===== src/rtl/fetch_stage.sv =====
`default_nettype none
// ==== fetch_stage : RISC-V IF stage (PC, imem address, IF/ID register) ====
// ==== rev 1.0                                                          ====
module fetch_stage #(
  parameter logic [31:0] RESET_PC = 32'h0000_0000,
  parameter logic [31:0] NOP_INST = 32'h0000_0013
) (
  input  logic        clk,
  input  logic        rst_n,
  input  logic        stall,
  input  logic        redirect,
  input  logic [31:0] redirect_pc,
  output logic [31:0] imem_addr,
  input  logic [31:0] imem_inst,
  output logic [31:0] if_id_pc,
  output logic [31:0] if_id_pc_plus4,
  output logic [31:0] if_id_inst,
  output logic        if_id_valid,
  output logic [31:0] fetch_count
);

  logic [31:0] r_pc;
  logic [31:0] w_pc_plus4;

  assign w_pc_plus4 = r_pc + 32'd4;
  assign imem_addr  = r_pc;

  // Redirect outranks stall: a taken branch must squash even a held fetch.
  always_ff @(posedge clk) begin
    if (!rst_n) begin
      r_pc           <= RESET_PC;
      if_id_inst     <= NOP_INST;
      if_id_pc       <= 32'd0;
      if_id_pc_plus4 <= 32'd0;
      if_id_valid    <= 1'b0;
      fetch_count    <= 32'd0;
    end else if (redirect) begin
      r_pc        <= {redirect_pc[31:2], 2'b00};
      if_id_inst  <= NOP_INST;
      if_id_valid <= 1'b0;
    end else if (!stall) begin
      r_pc           <= w_pc_plus4;
      if_id_inst     <= imem_inst;
      if_id_pc       <= r_pc;
      if_id_pc_plus4 <= w_pc_plus4;
      if_id_valid    <= 1'b1;
      fetch_count    <= fetch_count + 32'd1;
    end
  end

endmodule
`default_nettype wire


===== config.mk =====
export PLATFORM = sky130hd
export DESIGN_NAME = fetch_stage
export DESIGN_NICKNAME = d
export VERILOG_FILES = /design/src/rtl/fetch_stage.sv
export SDC_FILE = /design/constraint.sdc
export NUM_CORES = 1
export LEC_CHECK = 0
export ABC_AREA = 1
export BUFFER_PORTS_ARGS = -buffer_cell sky130_fd_sc_hd__buf_2
export CORE_ASPECT_RATIO = 1.75
export CORE_MARGIN = 2
export CORE_UTILIZATION = 45
export CTS_CLUSTER_SIZE = 40
export DETAILED_ROUTE_END_ITERATION = 8
export PLACE_DENSITY = 0.76
export SLEW_MARGIN = 20
export SYNTH_ARGS = -nofsm -noshare
export SYNTH_HDL_FRONTEND = slang
export SYNTH_SLANG_ARGS = --single-unit

===== constraint.sdc =====
create_clock -name clk -period 2.9 [get_ports clk]
set_input_delay 0.145 -clock clk [delete_from_list [all_inputs] [get_ports clk]]
set_output_delay 0.145 -clock clk [all_outputs]
set_load 0.1 [all_outputs]

After elaboration in Yosys (flattened, before gate mapping)
Index checks and enable logic that the tools add are counted.
{ "op_classes": {"n_addsub": 2, "eq_ne": 1, "muxes": 2, "n_bitwise": 3, "n_reduce_logical": 2} }
{ "op_table": {"columns": ["cell", "count"], "rows": [
  ["$mux 32", 2],
  ["$add 32x1->32 const B", 1],
  ["$add 32x3->32 const B", 1],
  ["$not 1->1", 3],
  ["$ne 2x1->1 const B", 1],
  ["$reduce_and 2->1", 1],
  ["$reduce_or 2->1", 1]
]} }
{ "word_totals": {"reg_bits": 161, "inputBits": 68, "output_inout_bits": 161, "word_cells": 17} }

Longest topological paths before layout
Gate-level depths: netlist of the first run.
{ "depth": {"depth_word": 3, "mapped_depth": 11, "ltp_nobuf": 10} }

Least setup slack after synthesis of the first run
No wires, ideal clock.
{ "synth_path": {"kind": "register -> register", "from": "register r_pc[3] (netlist: imem_addr[3])", "to": "register if_id_pc_plus4[28]", "setup_ns": 0.132, "arrival_time_ns": 2.120, "required_time_ns": 2.768, "slack_ns": 0.647, "stages_incl_launch_ff": 11, "path_buffers": 0, "period_less_slack_ns": 2.253, "path_cell_list": "dfxtp_1 -> ha_1 -> nand2_1 -> nor2_4 -> nand2_2 -> nor2_2 -> nand2_1 -> nand2_1 -> nand2_1 -> nand2_1 -> a21oi_1"} }
{ "synth_between": {"elab_chain_cells": 1} }
{ "synth_rtl": {"columns": ["item", "line_no", "rtl"], "rows": [
  ["from (decl)", "22", "logic [31:0] r_pc;"],
  ["from (signal assigned)", "38", "r_pc <= {redirect_pc[31:2], 2'b00};"],
  ["from (signal assigned)", "42", "r_pc <= w_pc_plus4;"],
  ["$add 32x3->32", "25", "assign w_pc_plus4 = r_pc + 32'd4;"],
  ["to (signal assigned)", "45", "if_id_pc_plus4 <= w_pc_plus4;"],
  ["to (decl)", "16", "output logic [31:0] if_id_pc_plus4,"]
]} }
Every way passes these cells.
A chain may end at the register's enable or synchronous reset.

Worst setup path in the final report of the first run
{ "layout_path": {"from": "register r_pc[3] (netlist: imem_addr[3])", "to": "register if_id_pc_plus4[16]"} }
The elaborated chain is that of the path after synthesis.

==> flow_metrics.tcl, run 1 <==
set metrics [dict create \
    grt_usage_pct 25.5 \
    cts_resized 0 \
    synthArstFlopShare_pct 0 \
    postRouteAntennaNets 0 \
    worstPathMaxFanout 5 \
    syn_area_um2 6990 \
    synth_cells 1008 \
    dieWidth_um 98.2 \
    hold_ws_ps 9.18 \
    cp-end-kind "flop" \
    drive_above_1_share_pct 23.6 \
    powerDensity_nw_per_um2 622 \
    ys_ff_latch 155 \
    seqCellArea_um2 3100 \
    max_freq_mhz 577 \
    finalCritPeriodShare_pct 59.7 \
    vias 7378 \
    grt_antenna_before_repair 0 \
    clock_path_buffers 2 \
    wl_per_cell_um 15.1 \
    slew_violations 0 \
    nets 1313 \
    dp_worst_setup_slack_ps 1190 \
    wl_um 21700 \
    portBuffers 220 \
    cts_sinks 155 \
    synth_top_area_share_pct 44.4 \
    grt_pass1_vias 7011 \
    place_congestion 0.949 \
    cp.required_ps 3160 \
    rows 60 \
    fillers 1436 \
    drc_errors 0 \
    htree_levels 4 \
    synth_cell_types 40 \
    antenna_cells 0 \
    final_common_cell "nand2_1" \
    cts_tree "done" \
    grt_pass1_wl_um 34100 \
    ys_warn_count 0 \
    ys.flop_type "dfxtp_1" \
    core_um2 15300 \
    drv_cap 0 \
    area_delta_synth_final_pct 30.8 \
    worst_pin_slew_ps 749 \
    fin_util_pct 59.7 \
    rsz0062_at_grt "no" \
    finalSetupViolations 0 \
    clk_pin_slew_ps 70 \
    ir_worst_vdd_uv 441 \
    fin_skew_ps 16.2 \
    synth_edf_count 0 \
    synth_top_cell_by_area "dfxtp_1" \
    start_util_pct 45.7 \
    finalHoldViolations 0 \
    hold_path.class "in -> reg" \
    synth_area_leaders "dfxtp_1 44%, nand2_1 16%, a21oi_1 8.1%" \
    p_leak_nw 4.05 \
    critPathKind "reg -> reg" \
    period_needed_ps 1730 \
    seq_area_frac_synth_pct 44.4 \
    fin_setup_tns_ps 0 \
    worst_ep_arrival_time_ps 1990 \
    critPathLaunchType "flop" \
    root_buffer "clkbuf_16" \
    cts_buffers 17 \
    drt_first_pass_iters 5 \
    clock_latency_ps 420 \
    drt_iter0_drc 367 \
    multiInputGateArea_um2 3360 \
    status "finished clean" \
    fin_ws_ps 1170 \
    dpl.hpwl_um 15700 \
    die_area_um2 16600 \
    grt_max_degree 72 \
    viasPerCell 5.12 \
    final_cell_mix "302 x nand2_1, 220 x buf_2, 155 x dfxtp_1, 125 x nor2_1, 113 x a21oi_1" \
    die_height_um 169 \
    syn_avg_cell_area_um2 6.94 \
    relSlewSlack_pct 50.1 \
    grt_overflow_total 0 \
    ios 229 \
]
## critical path, stage by stage, from the launching register on
cell and delay [ps]:
dfxtp_1 400, ha_1 220, nand3_1 90, nor2_1 410, nand3_1 160, xor2_1 170
nand2_1 80, a21oi_1 70
## registers in the layout, summed over array words and instances, names as in the netlist
register        cells
if_id_pc_plus4     30
imem_addr          30
fetch_count        32
if_id_inst         32
if_id_pc           30
if_id_valid         1
## power by group
part	internal, W	leakage, nW	switching (W)
clock	0.00140	0.307	0.000991
sequential	0.00221	1.26	0.0000687
combinational	0.000193	2.48	0.000838
## layer usage
| metal | vias up | global-route usage (%) | part of all wire [%] |
|---|---|---|---|
| li1 | 3674 | - | - |
| met1 | 3321 | 27.7 | 37 |
| met2 | 312 | 45.2 | 51 |
| met3 | 71 | 4.67 | 5.7 |
| met4 | 0 | 15.9 | 5.5 |
| met5 | - | 0 | 0 |
## cell families (layout without fill, tap and decap cells)
logic type | after synthesis | count (layout) | share of synthesized area (%)
fa+ha+maj | 2 | 2 | 0.358
compound gates | 194 | 194 | 14.6
simple gates | 512 | 512 | 31.2
other cells | 1 | 6 | 0.0536
flops | 155 | 155 | 44.4
xor+xnor | 12 | 12 | 1.50
buf+inv | 132 | 375 | 7.92
## layout make-up
| class | count | area share [%] |
|---|---|---|
| clock buffer | 18 | 4.69 |
| clock inverter | 14 | 2.12 |
| inverter | 83 | 3.50 |
| multi-input combinational | 726 | 36.8 |
| sequential | 155 | 33.9 |
| tap | 186 | 2.54 |
| timing repair buffer | 260 | 16.4 |
## metrics by stage
stage | cell area, um2 | power (W) | std cells
2_1_floorplan | 7010 | 0.00312 | 1013
3_3_place_gp | 8210 | 0.00331 | 1379
3_5_place_dp | 8210 | 0.00332 | 1379
4_1_cts | 9150 | 0.00572 | 1442
5_1_grt | 9150 | 0.00587 | 1442
6_report | 9150 | 0.00569 | 1442
## timing repair
| item | in CTS | in global routing |
|---|---|---|
| endpoints found under the hold margin | 31 | 0 |
| buffers inserted | 0 | 0 |
| hold buffers | 31 | 0 |
## Yosys cell counts (2+ instances only)
library cell and n:
nand2_1 302, dfxtp_1 155, nor2_1 126, a21oi_1 113, inv_1 80, o21ai_0 60
nand3_1 34, clkbuf_1 26, buf_2 13, nor2_4 12, a31oi_1 8, nand4_1 8
nor2_2 8, a22o_1 7, buf_4 7, nor3_1 6, xnor2_1 6, xor2_1 6
nand2_2 4, o21ai_1 3, buf_1 2, ha_1 2, nand2_4 2, nor3b_1 2
## worst paths after layout
kind         depth (start not counted)           start                 end  slack (ps)
max                                  7    imem_addr[3]  if_id_pc_plus4[16]        1170
min                                  3  redirect_pc[9]        imem_addr[9]           9
max reg2reg                          7    imem_addr[3]  if_id_pc_plus4[16]        1170
min reg2reg                          2   if_id_inst[8]       if_id_inst[8]         450
No activity file was read; power rests on OpenSTA's default activity.
==> inputs of run 2 (changes only) <==
--- a/config.mk
+++ b/config.mk
@@ -5,14 +5,14 @@
 export SDC_FILE = /design/constraint.sdc
 export NUM_CORES = 1
 export LEC_CHECK = 0
-export ABC_AREA = 1
+export ABC_AREA = 0
 export BUFFER_PORTS_ARGS = -buffer_cell sky130_fd_sc_hd__buf_2
 export CORE_ASPECT_RATIO = 1.75
 export CORE_MARGIN = 2
 export CORE_UTILIZATION = 45
 export CTS_CLUSTER_SIZE = 40
 export DETAILED_ROUTE_END_ITERATION = 8
-export PLACE_DENSITY = 0.76
+export PLACE_DENSITY = 0.79
 export SLEW_MARGIN = 20
 export SYNTH_ARGS = -nofsm -noshare
 export SYNTH_HDL_FRONTEND = slang
==> constraint.sdc (replaced) <==
create_clock -name clk -period 1.55 [get_ports clk]
set_input_delay 0.0775 -clock clk [delete_from_list [all_inputs] [get_ports clk]]
set_output_delay 0.0775 -clock clk [all_outputs]
set_load 0.1 [all_outputs]
==> run 2 against run 1 <==
Against the previous run:
- fmax up 13%
- total power is 89% higher
- count of clock-buffer cells in the layout up 2
- largest power group is now registers
- global-route usage increased by 2.3 points
- combinational power increased by 120%
- utilization rose by 7.5 points
- register-to-register slack lost 1200 ps
- critical path depth shrank 2
- synthesized cell count decreased by 21%
- sequential power increased by 87%
- die area is 2.2% lower
==> flow_metrics.tcl, run 2 <==
set metrics [dict create \
    syn_area_um2 6830 \
    portBuffers 220 \
    timing.rr.start "imem_addr[18]" \
    critPathKind "reg -> reg" \
    vias 6868 \
    max_freq_mhz 652 \
    placed_cell_area_um2 8680 \
    drt_iter0_drc 361 \
    grt_pass1_vias 6834 \
    htree_levels 4 \
    cp_top_family "simple AND/OR/NAND/NOR gates" \
    hold_path.class "in -> reg" \
    cts_buffers 17 \
    ys.flop_type "dfxtp_1" \
    worst_ep_arrival_time_ps 1840 \
    relSlewSlack_pct 64.3 \
    synth_cells 796 \
    fin_setup_tns_ps 0 \
    cp-end-kind "flop" \
    drt_first_pass_iters 6 \
    syn_avg_cell_area_um2 8.58 \
    cp_slowest_cell "dfxtp_4" \
    grt_overflow_total 0 \
    worst_pin_slew_ps 539 \
    clock_latency_ps 430 \
    ios 229 \
    drive_above_1_share_pct 38.9 \
    synth_most_common_cell "dfxtp_1" \
    synth_cell_types 46 \
    cts_tree "done" \
    core_um2 14800 \
    root_buffer "clkbuf_16" \
    fin_area_um2 9970 \
    synthArstFlopShare_pct 0 \
    place_congestion 0.819 \
    finalSetupViolations 0 \
    dp_cells 1181 \
    dpl.hpwl_um 15000 \
    viasPerCell 5.37 \
    start_util_pct 46.0 \
    cp.required_ps 1860 \
    clk_pin_slew_ps 70 \
    rsz0062_at_grt "yes" \
    period_needed_ps 1530 \
    seqCellArea_um2 3310 \
    status "finished clean" \
    dieWidth_um 97.1 \
    clock_path_buffers 2 \
    synth_area_leaders "dfxtp_1 45%, xor2_1 7.7%, a21oi_1 5.8%" \
    seq_area_frac_synth_pct 45.4 \
    worstPathMaxFanout 9 \
    grt_pass1_wl_um 35800 \
    synth_top_area_share_pct 45.4 \
    grt_max_degree 94 \
    final_common_cell "buf_2" \
    hold_start "redirect_pc[21]" \
    synth_edf_count 0 \
    fillers 1117 \
    cts_sinks 155 \
    grt_antenna_before_repair 0 \
    slew_violations 0 \
    worstPathCellList "nand3_2, nor4_4, nand3_1, xor2_2, a21oi_1" \
    fin_skew_ps 12.1 \
    critPathLaunchType "flop" \
    drv_cap 0 \
    grt_usage_pct 27.8 \
    final_cell_mix "220 x buf_2, 96 x dfxtp_1, 90 x nor2_1, 89 x nand2_1, 79 x a21oi_1" \
    wl_per_cell_um 18.0 \
    rows 59 \
    synth_top_cell_by_area "dfxtp_1" \
    area_delta_synth_final_pct 46.0 \
    finalCritPeriodShare_pct 98.9 \
    final_cells 1280 \
    nets 1154 \
    synth_common_cells "155 x dfxtp_1, 94 x nor2_1, 92 x nand2_1, 79 x a21oi_1, 60 x xor2_1" \
    die_area_um2 16200 \
    startpoint "imem_addr[18]" \
    powerDensity_nw_per_um2 1080 \
    largestRegisters "fetch_count: 32 flops, if_id_inst: 32 flops" \
    wl_um 23000 \
    finalHoldViolations 0 \
    ir_worst_vdd_uv 926 \
    ys_ff_latch 155 \
    die_height_um 167 \
    path_buf_inv 0 \
    drc_errors 0 \
    p_leak_nw 4.39 \
    antenna_cells 0 \
    ys_warn_count 0 \
    multiInputGateArea_um2 3610 \
    postRouteAntennaNets 0 \
    max_stage_delay_ps 420 \
]
run 2: what timing repair did:
item | 4_1_cts | 5_1_grt
cloned | 0 | 1
gates resized for setup | 0 | 12
setup buffers | 1 | 8
endpoints found under the setup margin | 1 | 27
hold buffers | 57 | 0
pin swaps | 2 | 9
endpoints found under the hold margin | 57 | 0
run 2: final cells by class:
type	count	share of cell area, %
clock inverter	12	1.23
sequential	155	33.2
timing repair buffer	335	22.1
inverter	8	0.301
multi-input combinational	567	36.2
clock buffer	20	4.79
tap	183	2.30
run 2: stage by stage:
stage	total power (W)	hold slack, ps	utilization, %	worst slack (ps)
floorplan	0.00602	219	-	-163
global placement	0.00640	302	58.5	9.45
detailed placement	0.00642	315	58.5	3.45
CTS	0.0108	1.25	66.5	10.9
global route	0.0111	12.1	67.2	-65.3
finish	0.0108	9.02	67.2	17.3
run 2: metal layers:
metal	share of wire [%]	track usage, %	vias to the layer above
li1	-	-	3262
met1	35	28.3	3210
met2	54	51.8	325
met3	6.4	6.59	71
met4	4.7	14.3	0
met5	0	0	-
run 2: kinds of logic (layout without fill, tap and decap cells):
| kind of cell | count (synthesis) | after routing | share of synthesized area (%) |
|---|---|---|---|
| simple gates | 305 | 305 | 22.3 |
| flops | 155 | 155 | 45.4 |
| compound gates | 138 | 138 | 10.8 |
| xor+xnor | 82 | 82 | 10.5 |
| buf+inv | 79 | 375 | 5.57 |
| mux | 34 | 34 | 4.98 |
| fa+ha+maj | 2 | 2 | 0.366 |
| other cells | 1 | 6 | 0.0549 |
run 2: final timing paths:
path,end,slack [ps],depth (start not counted)
max reg2reg,imem_addr[29],20,5
min reg2reg,if_id_pc[27],450,2
max,imem_addr[29],20,5
min,imem_addr[21],9,3
run 2: worst register-to-register path: cells and delay by family (launching register included):
| kind | cells | cell delay (ps) |
|---|---|---|
| and+or+nand+nor | 3 | 690 |
| xor gates and xnor gates | 1 | 210 |
| AOI/OAI and AO/OA | 1 | 90 |
| DFF | 1 | 420 |
run 2: where the power goes:
group | total, W | internal, W | switching (W) | leakage (nW)
registers | 0.00426 | 0.00409 | 0.000165 | 1.31
logic | 0.00224 | 0.000512 | 0.00173 | 2.78
clock network | 0.00426 | 0.00244 | 0.00182 | 0.302
total | 0.0108 | 0.00704 | 0.00371 | 4.39
